`src/rtl/alu_pkg.sv`:
```
`default_nettype none
// alu_pkg: op codes, flag/entry types and helpers shared by the ALU flag stage.
// Rev 1.0
package alu_pkg;

  localparam int ALU_WIDTH = 64;

  localparam logic [2:0] ALU_PASS_B = 3'b000;
  localparam logic [2:0] ALU_ADD    = 3'b010;
  localparam logic [2:0] ALU_SUB    = 3'b011;
  localparam logic [2:0] ALU_AND    = 3'b100;
  localparam logic [2:0] ALU_OR     = 3'b101;
  localparam logic [2:0] ALU_XOR    = 3'b110;

  typedef struct packed {
    logic n;
    logic z;
    logic v;
    logic c;
  } alu_flags_t;

  typedef struct packed {
    logic [ALU_WIDTH-1:0] result;
    alu_flags_t           flags;
    logic                 arith;
    logic                 set_flags;
  } alu_entry_t;

  function automatic logic is_arith(input logic [2:0] cntrl);
    return (cntrl == ALU_ADD) || (cntrl == ALU_SUB);
  endfunction

endpackage
`default_nettype wire

```
`src/rtl/pipe_skid_buf.sv`:
```
`default_nettype none
// pipe_skid_buf: generic 2-entry FIFO-ordered valid/ready buffer with registered in_ready.
// Rev 1.0
module pipe_skid_buf #(
  parameter int DATA_W = 8
) (
  input  logic              clk,
  input  logic              reset_n,
  input  logic              in_valid,
  output logic              in_ready,
  input  logic [DATA_W-1:0] in_data,
  output logic              out_valid,
  input  logic              out_ready,
  output logic [DATA_W-1:0] out_data
);

  logic [DATA_W-1:0] mem_q [2];
  logic [DATA_W-1:0] mem_d [2];
  logic [1:0]        count_q, count_d;
  logic              rd_ptr_q, rd_ptr_d;
  logic              wr_ptr_q, wr_ptr_d;
  logic              ready_q, ready_d;
  logic              push, pop;

  assign push = in_valid && ready_q;
  assign pop  = (count_q != 2'd0) && out_ready;

  always_comb begin
    mem_d[0] = mem_q[0];
    mem_d[1] = mem_q[1];
    wr_ptr_d = wr_ptr_q;
    rd_ptr_d = rd_ptr_q;
    if (push) begin
      mem_d[wr_ptr_q] = in_data;
      wr_ptr_d        = ~wr_ptr_q;
    end
    if (pop) begin
      rd_ptr_d = ~rd_ptr_q;
    end
    count_d = count_q + {1'b0, push} - {1'b0, pop};
    ready_d = (count_d != 2'd2);
  end

  always_ff @(posedge clk) begin
    if (!reset_n) begin
      for (int i = 0; i < 2; i++) mem_q[i] <= '0;
      count_q  <= 2'd0;
      rd_ptr_q <= 1'b0;
      wr_ptr_q <= 1'b0;
      ready_q  <= 1'b1;
    end else begin
      for (int i = 0; i < 2; i++) mem_q[i] <= mem_d[i];
      count_q  <= count_d;
      rd_ptr_q <= rd_ptr_d;
      wr_ptr_q <= wr_ptr_d;
      ready_q  <= ready_d;
    end
  end

  assign in_ready  = ready_q;
  assign out_valid = (count_q != 2'd0);
  // Gate the head so an empty buffer presents zero rather than a stale entry.
  assign out_data  = out_valid ? mem_q[rd_ptr_q] : '0;

endmodule
`default_nettype wire

```
`src/rtl/alu_flag_stage.sv`:
```
`default_nettype none
// alu_flag_stage: buffers ALU results, derives N/Z/V/C per entry, commits flags on retire.
// Rev 1.0
module alu_flag_stage
  import alu_pkg::*;
#(
  parameter int WIDTH = 64
) (
  input  logic             clk,
  input  logic             reset_n,
  input  logic             in_valid,
  output logic             in_ready,
  input  logic [WIDTH-1:0] alu_out,
  input  logic             alu_cout1,
  input  logic             alu_cout0,
  input  logic [2:0]       alu_cntrl,
  input  logic             set_flags,
  output logic             out_valid,
  input  logic             out_ready,
  output logic [WIDTH-1:0] result,
  output logic [3:0]       res_flags,
  output logic             flag_n,
  output logic             flag_z,
  output logic             flag_v,
  output logic             flag_c
);

  localparam int ENTRY_W = $bits(alu_entry_t);

  if (WIDTH < 2 || WIDTH > ALU_WIDTH) begin : g_width_check
    $error("alu_flag_stage: WIDTH out of range");
  end

  alu_entry_t   in_entry, head;
  logic [ENTRY_W-1:0] in_bits, head_bits;
  alu_flags_t   flags_q, flags_d;
  logic         arith;

  always_comb begin
    arith              = is_arith(alu_cntrl);
    in_entry           = '0;
    in_entry.result    = ALU_WIDTH'(alu_out);
    in_entry.flags.n   = alu_out[WIDTH-1];
    in_entry.flags.z   = (alu_out == '0);
    // V/C stay zero for logical ops; the arith bit marks them as not produced.
    in_entry.flags.v   = arith & (alu_cout1 ^ alu_cout0);
    in_entry.flags.c   = arith & alu_cout1;
    in_entry.arith     = arith;
    in_entry.set_flags = set_flags;
  end

  assign in_bits = in_entry;
  assign head    = head_bits;

  pipe_skid_buf #(
    .DATA_W (ENTRY_W)
  ) u_buf (
    .clk       (clk),
    .reset_n   (reset_n),
    .in_valid  (in_valid),
    .in_ready  (in_ready),
    .in_data   (in_bits),
    .out_valid (out_valid),
    .out_ready (out_ready),
    .out_data  (head_bits)
  );

  always_comb begin
    flags_d = flags_q;
    if (out_valid && out_ready && head.set_flags) begin
      flags_d.n = head.flags.n;
      flags_d.z = head.flags.z;
      if (head.arith) begin
        flags_d.v = head.flags.v;
        flags_d.c = head.flags.c;
      end
    end
  end

  always_ff @(posedge clk) begin
    if (!reset_n) flags_q <= '0;
    else          flags_q <= flags_d;
  end

  assign result    = head.result[WIDTH-1:0];
  assign res_flags = head.flags;
  assign flag_n    = flags_q.n;
  assign flag_z    = flags_q.z;
  assign flag_v    = flags_q.v;
  assign flag_c    = flags_q.c;

endmodule
`default_nettype wire

```
`config.mk`:
```
export PLATFORM = sky130hd
export DESIGN_NAME = alu_flag_stage
export DESIGN_NICKNAME = d
export VERILOG_FILES = /design/src/rtl/alu_pkg.sv /design/src/rtl/pipe_skid_buf.sv /design/src/rtl/alu_flag_stage.sv
export SDC_FILE = /design/constraint.sdc
export NUM_CORES = 1
export LEC_CHECK = 0
export ABC_AREA = 1
export ABC_CLOCK_PERIOD_IN_PS = 1700
export BUFFER_PORTS_ARGS = -buffer_cell sky130_fd_sc_hd__buf_4
export CORE_MARGIN = 2
export CORE_UTILIZATION = 50
export DETAILED_ROUTE_END_ITERATION = 16
export PLACE_DENSITY_LB_ADDON = 0.1
export REMOVE_ABC_BUFFERS = 1
export SLEW_MARGIN = 5
export SYNTH_ARGS = -nofsm -noshare
export SYNTH_HDL_FRONTEND = slang
export SYNTH_HIERARCHICAL = 1
export SYNTH_SLANG_ARGS = --single-unit
```
`constraint.sdc`:
```
create_clock -name clk -period 1.7 [get_ports clk]
set_input_delay 0.085 -clock clk [delete_from_list [all_inputs] [get_ports clk]]
set_output_delay 0.085 -clock clk [all_outputs]
set_load 0.05 [all_outputs]
```
=== After elaboration in Yosys (flattened, before gate mapping) ===
Memories as Yosys holds them, arrays and structs flattened. A register that Yosys moved wholly into a read port is not among the register bits.
Index checks and enable logic that the tools add are counted.

* $add $sub $neg: 2
* $lt $le $gt $ge: 2
* Eq/ne operators: 3
* Mux-type cells: 11
* Bitwise operators: 8
* Reductions and logical operators: 8

{| class="wikitable"
|+ Operators by type and width
! cell !! number
|-
| 70-bit 2-to-1 mux || 4
|-
| 140-bit bitwise mux || 1
|-
| 140-bit 2-to-1 mux || 1
|-
| 70-bit demux with 1-bit select || 1
|-
| 64-bit zero test || 1
|-
| 3-bit by 2-bit equality test with 1-bit output, second input constant || 2
|-
| 1-bit logical AND || 4
|-
| 1-bit 2-to-1 mux || 4
|-
| 2-bit by 1-bit adder with 2-bit output || 1
|-
| 1-bit AND || 2
|-
| 2-bit greater-or-equal comparator, second input constant || 1
|-
| 2-bit by 1-bit < comparator with 1-bit output, second input constant || 1
|-
| 2-bit != test, second input constant || 1
|-
| 1-bit NOT || 2
|-
| 1-bit NOT with 2-bit output || 1
|-
| 1-bit bitwise OR || 2
|-
| 2-bit AND reduction || 1
|-
| 2-bit nonzero test || 1
|-
| 2-bit by 1-bit subtractor with 2-bit output || 1
|-
| 1-bit logical OR || 1
|-
| 1-bit bitwise XOR || 1
|}

* Bits in registers: 9
* RAM bits: 140
* Input bits: 74
* Output and inout port bits: 74
* Logic and storage cells: 43
* Memories kept: 1

{| class="wikitable"
|+ Memory list
! name !! depth !! width !! rd ports !! clocked after Yosys merged registers in !! write ports !! line !! source
|-
| u_buf.mem_q || 2 || 70 || 3 || 1 || 2 || pipe_skid_buf.sv:17 || <nowiki>logic [DATA_W-1:0] mem_q [2];</nowiki>
|}

=== Logic depth before layout (Yosys ltp) ===
Gate-level depths: netlist of the first run.

* Word-level depth: 8
* Gate-level depth with buffers: 11
* Mapped depth without buffers: 11

=== Cells and area by module ===
Netlist of the first run, hierarchy kept.

{| class="wikitable"
|+ By module, submodules not included
! module !! instances !! cells an instance !! area each (um^2) !! sequential area each (um^2)
|-
| pipe_skid_buf || 1 || 878 || 6187.2 || 2922.8
|-
| alu_flag_stage || 1 || 99 || 485.5 || 80.1
|}

=== Least setup slack after synthesis of the first run ===
OpenSTA, ideal clock, no wires.

* Kind: register to register
* Start: reg with a tool-made name
* End: reg flags_q, in the netlist flag_n
* Setup time: 71 ps
* Data arrival time: 1937 ps
* Data required time: 1629 ps
* Slack: -309 ps
* Cell stages (with the launch flop): 7
* Buffers on the path: 2
* Clock period less this slack: 2009 ps
* Cell sequence: dfxtp_1 > buf_2 > clkbuf_1 > nand2_1 > a21oi_1 > o21ai_0 > a21oi_1

{| class="wikitable"
|+ RTL lines
! what !! line !! source
|-
| end signal: assignment || alu_flag_stage.sv:82 || <nowiki>else flags_q <= flags_d;</nowiki>
|-
| end: declaration || alu_flag_stage.sv:36 || <nowiki>alu_flags_t flags_q, flags_d;</nowiki>
|}

==> results of run 1 <==
-- worst max path at each step --
stage,from,to,slack (ps),cells after the start
finish,flip-flop,result[52],20,4
global route,flip-flop,result[8],-30,6
CTS,flip-flop,result[49],-20,4
detailed placement,u_buf/count_q[1],u_buf/in_ready,180,10
global placement,u_buf/count_q[1],u_buf/in_ready,210,10
floorplan,flip-flop,flag_c,-1450,5
-- synth_stat cells, types with 4 or more instances --
master / count
nor2_2: 20
nand2_1: 165
nand4_1: 4
buf_6: 14
a21oi_1: 74
buf_2: 34
o21ai_0: 107
nor2_1: 302
inv_1: 33
o21ai_1: 38
clkbuf_1: 18
dfxtp_1: 150
-- metal layers --
metal  global-route usage  routed length (um)  vias to the layer above
met5                    0                   0                        -
met4              0.09706                 420                        0
met3              0.05608                1352                       36
met2               0.4607                9643                      242
met1               0.3666                8771                     3119
li1                     -                   -                     3481
-- report_power, final --
group | internal [uW] | switching (uW)
Combinational | 1860 | 3940
Clock | 2670 | 1450
Sequential | 4170 | 362
-- tightest hold or removal path, cell delays in order --
cell and delay, ps:
buf_4 80, a21oi_1 70, nor2_1 100, nor2_1 50
-- metrics by stage --
| stage | setup TNS, ps | worst slack, ps | hold slack, ps | std cells |
|---|---|---|---|---|
| floorplan | -145040 | -1453 | 178.5 | 911 |
| global placement | 0 | 210.5 | 318.3 | 1249 |
| detailed placement | 0 | 183.5 | 323.9 | 1249 |
| CTS | -109.5 | -18.75 | 3.438 | 1353 |
| global route | -293.5 | -34.46 | 19.71 | 1353 |
| finish | 0 | 20.03 | 18.23 | 1353 |
-- flip-flops by register name, summed over array words and instances (netlist names), named ones only --
register,flops
flag_z,1
flag_v,1
u_buf/rd_ptr_q,1
flag_n,1
flag_c,1
u_buf/wr_ptr_q,1
u_buf/mem_q,140
u_buf/in_ready,1
u_buf/count_q,2
-- area by class of cell --
| type | count | share of cell area |
|---|---|---|
| well taps | 176 | 0.02323 |
| repair buffers | 234 | 0.2296 |
| flip-flops and latches | 150 | 0.3171 |
| clock inverters | 13 | 0.02138 |
| inverters | 37 | 0.01597 |
| clock buffers | 19 | 0.04778 |
| multi-input cells | 724 | 0.3449 |
-- repair_timing --
action,in CTS,in global routing
hold buffers,66,0
gates cloned,3,1
endpoints found under the setup margin,50,48
resized for setup,17,45
endpoints found under the hold margin,134,0
buffers inserted,3,0
pin swaps,0,4
-- cell families (layout without fill, tap and decap cells) --
group,Yosys count,count (layout),share of synthesized area
buffers and inverters,103,303,0.08082
adder cells (fa/ha/maj),2,2,0.003750
flip-flops,150,150,0.4500
AO/OA/AOI/OAI,219,219,0.1643
AND/OR/NAND/NOR,503,503,0.3011
==> impl_metrics.json, run 1 <==
{
  "status": "complete, no violations",
  "syn_area_per_cell_um2": 6.830,
  "min_delay_path_depth": 4,
  "fin_util": 0.7216,
  "grt_setup_unrepaired": "true",
  "antenna_found_initial": 0,
  "num_vias": 6878,
  "synth_seq_cells": 150,
  "synth_area_leaders": "dfxtp_1, nor2_1, nand2_1",
  "cap_violations": 0,
  "drt_first_pass_iters": 5,
  "r2r_start": "u_buf/count_q[1]",
  "die-area_um2": 14290,
  "cts_tree": "yes",
  "setup_viol_count_final": 0,
  "routabilityCongestion": 0.7673,
  "overflow": 0,
  "finClkSkew_ps": 8.882,
  "fin_total_pwr_uw": 14460,
  "multi_input_comb_area_um2": 3269,
  "diodes": 0,
  "hold_violations": 0,
  "root_buffer": "clkbuf_16",
  "mappedNetlistArea_um2": 6673,
  "cts_max_level": 4,
  "rows": 42,
  "first_iter_violations": 582,
  "final_cell_mix": "nor2_1, nand2_1, dfxtp_1",
  "max_freq_mhz": 595.2,
  "drv_slew": 0,
  "layout.nets": 1240,
  "grtUsageTotal": 0.2796,
  "synth_edf_count": 0,
  "reg2reg_depth": 11,
  "leakage_uw": 0.004193,
  "grt_pass1_vias": 6442,
  "via_per_inst": 5.084,
  "ir_drop_mv": 0.9250,
  "core_um2": 13140,
  "drive_gt1_frac": 0.2234,
  "drc_errors": 0,
  "crit_buf_inv": 2,
  "regArea_um2": 3007,
  "hp-start": "alu_cout0",
  "worstPathCellList": "buf_12 > nand2_1 > a21oi_1 > buf_4",
  "cellPowerDensity_nw_per_um2": 1526,
  "async_reset_ff_frac": 0,
  "placed_area_um2": 7820,
  "arrival_ps": 1590,
  "fill_cells": 1132,
  "die_x_um": 119.5,
  "syn_to_final_growth_pct": 42.08,
  "ioPinCount": 148,
  "crit_family": "flip-flops",
  "yosysSeqAreaShare": 0.4500,
  "cts_num_sinks": 150,
  "cts_made_buffers": 17,
  "grt_first_pass_wirelength_mm": 32.04,
  "port_buffers": 146,
  "yosysWarnings": 6,
  "required_ps": 1620,
  "clk_pin_slew_ps": 60,
  "critPathMaxStageDelay_ps": 450,
  "grt_max_degree": 72,
  "fin_crit_sh": 0.9882,
  "die_h_um": 119.5,
  "crit_type": "flip-flop to output port",
  "hold_path_end": "u_buf/mem_q[1][3]",
  "route.detailed.wl_per_inst_um": 14.92,
  "worst-path-max-fanout": 25,
  "drt-total-wl_mm": 20.19,
  "antenna_left": 0,
  "yosysTopAreaCell": "dfxtp_1",
  "layout_commonest_cell": "nor2_1",
  "syn_inst": 977,
  "holdCritPathClass": "primary input to flip-flop",
  "initial_core_util": 0.5079,
  "rrSetupSlack_ps": 200,
  "end_kind": "output port",
  "relSlewSlack": 0.5540,
  "clock_latency_ps": 420,
  "ys_types": 24,
  "clockBufferDepth": 2,
  "startpoint_type": "flip-flop",
  "r2r-end": "u_buf/count_q[1]",
  "worst_path_max_delay_cell": "dfxtp_4",
  "fin_area_um2": 9480,
  "synth_ff_type": "dfxtp_1",
  "synth_top_area_frac": 0.4500,
  "fin_crit_ps": 1680,
  "tightest_slew_ps": 669.0,
  "dp_hpwl_mm": 10.81
}
Note: power is estimated with default switching activity, not from simulation.
==> run 2: changes to the inputs <==
Settings changed: REMOVE_ABC_BUFFERS 1 to unset.
==> impl_metrics.json, run 2 (synthesized netlist as in run 1, its figures left out) <==
{
  "status": "complete, no violations",
  "clock_latency_ps": 430,
  "ioPinCount": 148,
  "drt-total-wl_mm": 20.46,
  "first_iter_violations": 662,
  "route.detailed.wl_per_inst_um": 15.04,
  "num_vias": 6910,
  "cts_num_sinks": 150,
  "layout.nets": 1248,
  "cts_made_buffers": 17,
  "grt_setup_unrepaired": "true",
  "root_buffer": "clkbuf_16",
  "holdWs_ps": 17.93,
  "clockBufferDepth": 2,
  "fin_crit_sh": 0.9975,
  "power_frac_clock": 0.257,
  "worst-path-max-fanout": 12,
  "antenna_found_initial": 0,
  "required_ps": 1620,
  "drc_errors": 0,
  "p_sw_uw": 5885,
  "arrival_ps": 1610,
  "antenna_left": 0,
  "fin_total_pwr_uw": 14520,
  "drive_gt1_frac": 0.2245,
  "seqPwrFrac": 0.312,
  "grt_first_pass_wirelength_mm": 31.14,
  "cellPowerDensity_nw_per_um2": 1531,
  "die_x_um": 119.5,
  "die_h_um": 119.5,
  "routabilityCongestion": 0.7622,
  "leakage_uw": 0.004231,
  "initial_core_util": 0.5079,
  "rows": 42,
  "holdCritPathClass": "primary input to flip-flop",
  "dp_cells": 1251,
  "final_cell_mix": "nor2_1, nand2_1, dfxtp_1",
  "finClkSkew_ps": 11.67,
  "comb_power_share": 0.431,
  "syn_to_final_growth_pct": 42.06,
  "layout_setup_ws_ps": 4.240,
  "intPower_uw": 8630,
  "pre_cts_slack_ps": 181.4,
  "grtUsageTotal": 0.2750,
  "core_um2": 13140,
  "max_freq_mhz": 589.7,
  "setup_viol_count_final": 0,
  "startpoint_type": "flip-flop",
  "layout_commonest_cell": "nor2_1",
  "grt_max_degree": 101,
  "top_regs": "u_buf/mem_q: 140 flops, u_buf/count_q: 2 flops",
  "ir_drop_mv": 1.145,
  "grt_pass1_vias": 6220,
  "cts_tree": "yes",
  "end_kind": "output port",
  "dp_hpwl_mm": 10.89,
  "overflow": 0,
  "swShare": 0.4054,
  "via_per_inst": 5.077,
  "relSlewSlack": 0.5554,
  "cts_max_level": 4,
  "fin_crit_ps": 1696,
  "cap_violations": 0,
  "crit_type": "flip-flop to output port",
  "die-area_um2": 14290,
  "synth_nets": 1053,
  "diodes": 0,
  "clk_pin_slew_ps": 60,
  "port_buffers": 146,
  "multi_input_comb_area_um2": 3233,
  "fill_cells": 1042,
  "hold_violations": 0,
  "regArea_um2": 3010,
  "layoutNonFillerInstCount": 1361,
  "drt_first_pass_iters": 4,
  "fin_util": 0.7215,
  "tightest_slew_ps": 666.9,
  "largest_register_ffs": 140,
  "drv_slew": 0,
  "top_register": "u_buf/mem_q"
}
## run 2: worst paths after layout
path	to	slack, ps	cells after the start	start
worst max-delay path	res_flags[2]	4	5	flip-flop
worst max register to register	u_buf/count_q[1]	90	11	u_buf/count_q[0]
worst min register to register	flag_z	460	2	flag_z
worst min-delay path	u_buf/mem_q[1][3]	20	4	alu_cout1
## run 2: power groups by stage
stage                     clock, uW  combinational, uW  sequential [uW]
after floorplan                   0               3590             4520
after global placement            0               5030             4560
after detailed placement          0               5050             4560
after CTS                      3770               5770             4510
after global routing           3910               6670             4590
final                          3730               6260             4520
## run 2: area by class of cell
| type | count | share of cell area |
|---|---|---|
| multi-input cells | 724 | 0.3411 |
| repair buffers | 242 | 0.2402 |
| clock inverters | 9 | 0.01043 |
| clock buffers | 23 | 0.05148 |
| flip-flops and latches | 150 | 0.3176 |
| well taps | 176 | 0.02323 |
| inverters | 37 | 0.01597 |
## run 2: per-stage QoR
step | TNS [ps] | area [um^2]
after floorplan | 0 | 6689
after global placement | 0 | 7789
after detailed placement | 0 | 7789
after CTS | -12.51 | 9248
after global routing | -579.2 | 9479
final | 0 | 9479
## run 2: per-layer routing
layer,part of all wire,vias to the layer above,GRT usage
met2,0.48,244,0.4529
li1,-,3494,-
met5,0,-,0
met4,0.0095,0,0.07574
met3,0.063,17,0.05703
met1,0.45,3155,0.3675
## run 2: worst max-delay path, cell delays in order (launching register included)
cell	delay, ps
dfxtp_4	400
inv_8	130
buf_12	150
nand2_1	70
a21oi_2	230
buf_6	200
## run 2: timing repair
| action | CTS | global route |
|---|---|---|
| resized for setup | 19 | 44 |
| pin swaps | 0 | 1 |
| hold buffers | 67 | 0 |
| hold endpoints to repair | 137 | 0 |
| buffers inserted | 2 | 2 |
| setup endpoints to repair | 69 | 60 |
| gates cloned | 4 | 3 |
==> run 3: changes to the inputs <==
Settings changed: CORE_UTILIZATION 50 to 54.
==> impl_metrics.json, run 3 (synthesized netlist as in run 1, its figures left out) <==
{
  "r2r_start": "u_buf/count_q[0]",
  "rrSetupSlack_ps": 130,
  "cts_num_sinks": 150,
  "tightest_slew_ps": 688.4,
  "status": "finished with violations",
  "worst-path-max-fanout": 25,
  "clk_pin_slew_ps": 60,
  "max_freq_mhz": 584.9,
  "leakage_uw": 0.004125,
  "setup.worst_path.end": "result[15]",
  "die_h_um": 115.2,
  "startpoint_type": "flip-flop",
  "root_buffer": "clkbuf_16",
  "clockBufferDepth": 2,
  "setup_viol_count_final": 2,
  "final_cell_mix": "nor2_1, nand2_1, dfxtp_1, buf_4, o21ai_0",
  "syn_to_final_growth_pct": 38.74,
  "antenna_left": 0,
  "holdCritPathClass": "primary input to flip-flop",
  "drt_first_pass_iters": 6,
  "first_iter_violations": 746,
  "placed_area_um2": 7781,
  "initial_core_util": 0.5532,
  "die_x_um": 115.2,
  "layout_commonest_cell": "nor2_1",
  "largest_register_ffs": 140,
  "layout.nets": 1238,
  "clock_latency_ps": 410,
  "cts_tree": "yes",
  "grtUsageTotal": 0.2989,
  "grt_pass1_vias": 6688,
  "core_um2": 12060,
  "required_ps": 1620,
  "critPathMaxStageDelay_ps": 470,
  "top_regs": "u_buf/mem_q: 140 flops, u_buf/count_q: 2 flops",
  "synth_nets": 1053,
  "overflow": 0,
  "cts_made_buffers": 17,
  "arrival_ps": 1620,
  "fin_crit_sh": 1.006,
  "top_register": "u_buf/mem_q",
  "grt_max_degree": 72,
  "layout_setup_ws_ps": -9.593,
  "cellPowerDensity_nw_per_um2": 1489,
  "worstPathCellList": "buf_16 > nand2_1 > a21oi_2 > buf_4",
  "drc_errors": 0,
  "drv_slew": 0,
  "dp_cells": 1240,
  "cts_max_level": 4,
  "die-area_um2": 13260,
  "dp_hpwl_mm": 10.76,
  "routabilityCongestion": 0.8229,
  "drive_gt1_frac": 0.2138,
  "crit_type": "flip-flop to output port",
  "ioPinCount": 148,
  "num_vias": 7064,
  "hold_violations": 0,
  "fin_area_um2": 9258,
  "grt_first_pass_wirelength_mm": 31.40,
  "worst_path_max_delay_cell": "dfxtp_4",
  "port_buffers": 146,
  "reg2reg_depth": 10,
  "end_kind": "output port",
  "fin_util": 0.7675,
  "cap_violations": 0,
  "failed_checks": "negative setup slack",
  "route.detailed.wl_per_inst_um": 15.13,
  "antenna_found_initial": 0,
  "rows": 40,
  "ir_drop_mv": 0.9478,
  "grt_setup_unrepaired": "true",
  "fin_crit_ps": 1710,
  "diodes": 0,
  "r2r-end": "u_buf/in_ready",
  "layoutNonFillerInstCount": 1342,
  "drt-total-wl_mm": 20.30,
  "finClkSkew_ps": 4.560,
  "relSlewSlack": 0.5410,
  "via_per_inst": 5.264
}
## run 3: final cells by class
| class | instances | area (um^2) |
|---|---|---|
| Clock buffer | 28 | 526.8 |
| Fill cell | 920 | 2804 |
| Inverter | 37 | 156.4 |
| Clock inverter | 3 | 15.01 |
| Multi-Input combinational cell | 724 | 3236 |
| Tap cell | 168 | 210.2 |
| Timing Repair Buffer | 232 | 2106 |
| Sequential cell | 150 | 3008 |
## run 3: worst min-delay path by stage
stage	startpoint	endpoint	depth (start not counted)
after detailed placement	alu_out[59]	u_buf/mem_q[0][65]	3
after global routing	alu_cntrl[2]	u_buf/mem_q[0][2]	4
final	alu_cntrl[2]	u_buf/mem_q[1][2]	4
after CTS	alu_cntrl[2]	u_buf/mem_q[0][2]	4
after global placement	alu_out[49]	u_buf/mem_q[0][55]	3
after floorplan	alu_out[5]	u_buf/mem_q[1][11]	2
## run 3: what timing repair did
action	CTS	global route
hold buffers	65	0
gates resized for setup	6	36
pin swaps	0	3
endpoints found under the setup margin	56	68
buffers inserted	1	0
gates cloned	2	3
endpoints found under the hold margin	132	0
## run 3: stage by stage
| step | total power, uW | hold WS, ps | worst slack [ps] | TNS (ps) |
|---|---|---|---|---|
| floorplan | 8103 | 213.2 | 28.01 | 0 |
| global placement | 9523 | 326.6 | 208.0 | 0 |
| detailed placement | 9577 | 333.0 | 126.9 | 0 |
| CTS | 13330 | 1.321 | -13.44 | -108.9 |
| global route | 14450 | 24.50 | -39.33 | -100.1 |
| finish | 13780 | 12.76 | -9.593 | -11.08 |
## run 3: layer usage
layer	wire, um	GRT usage	part of all wire	vias up
met5	0	0	0	-
met4	401	0.1044	0.020	0
met3	1405	0.06484	0.069	38
met2	9666	0.5094	0.48	307
met1	8825	0.3752	0.43	3257
li1	-	-	-	3462
## run 3: power by group
group | internal, uW | switching (uW)
sequential | 4170 | 368
clock | 2090 | 1380
combinational | 1820 | 3950
total | 8080 | 5700
## run 3: worst max-delay path: cells and delay by family, from the launching register on
kind | cells | cell delay [ps]
flip-flops | 1 | 470
AND/OR/NAND/NOR | 1 | 130
buffers and inverters | 2 | 430
AO/OA/AOI/OAI | 1 | 180
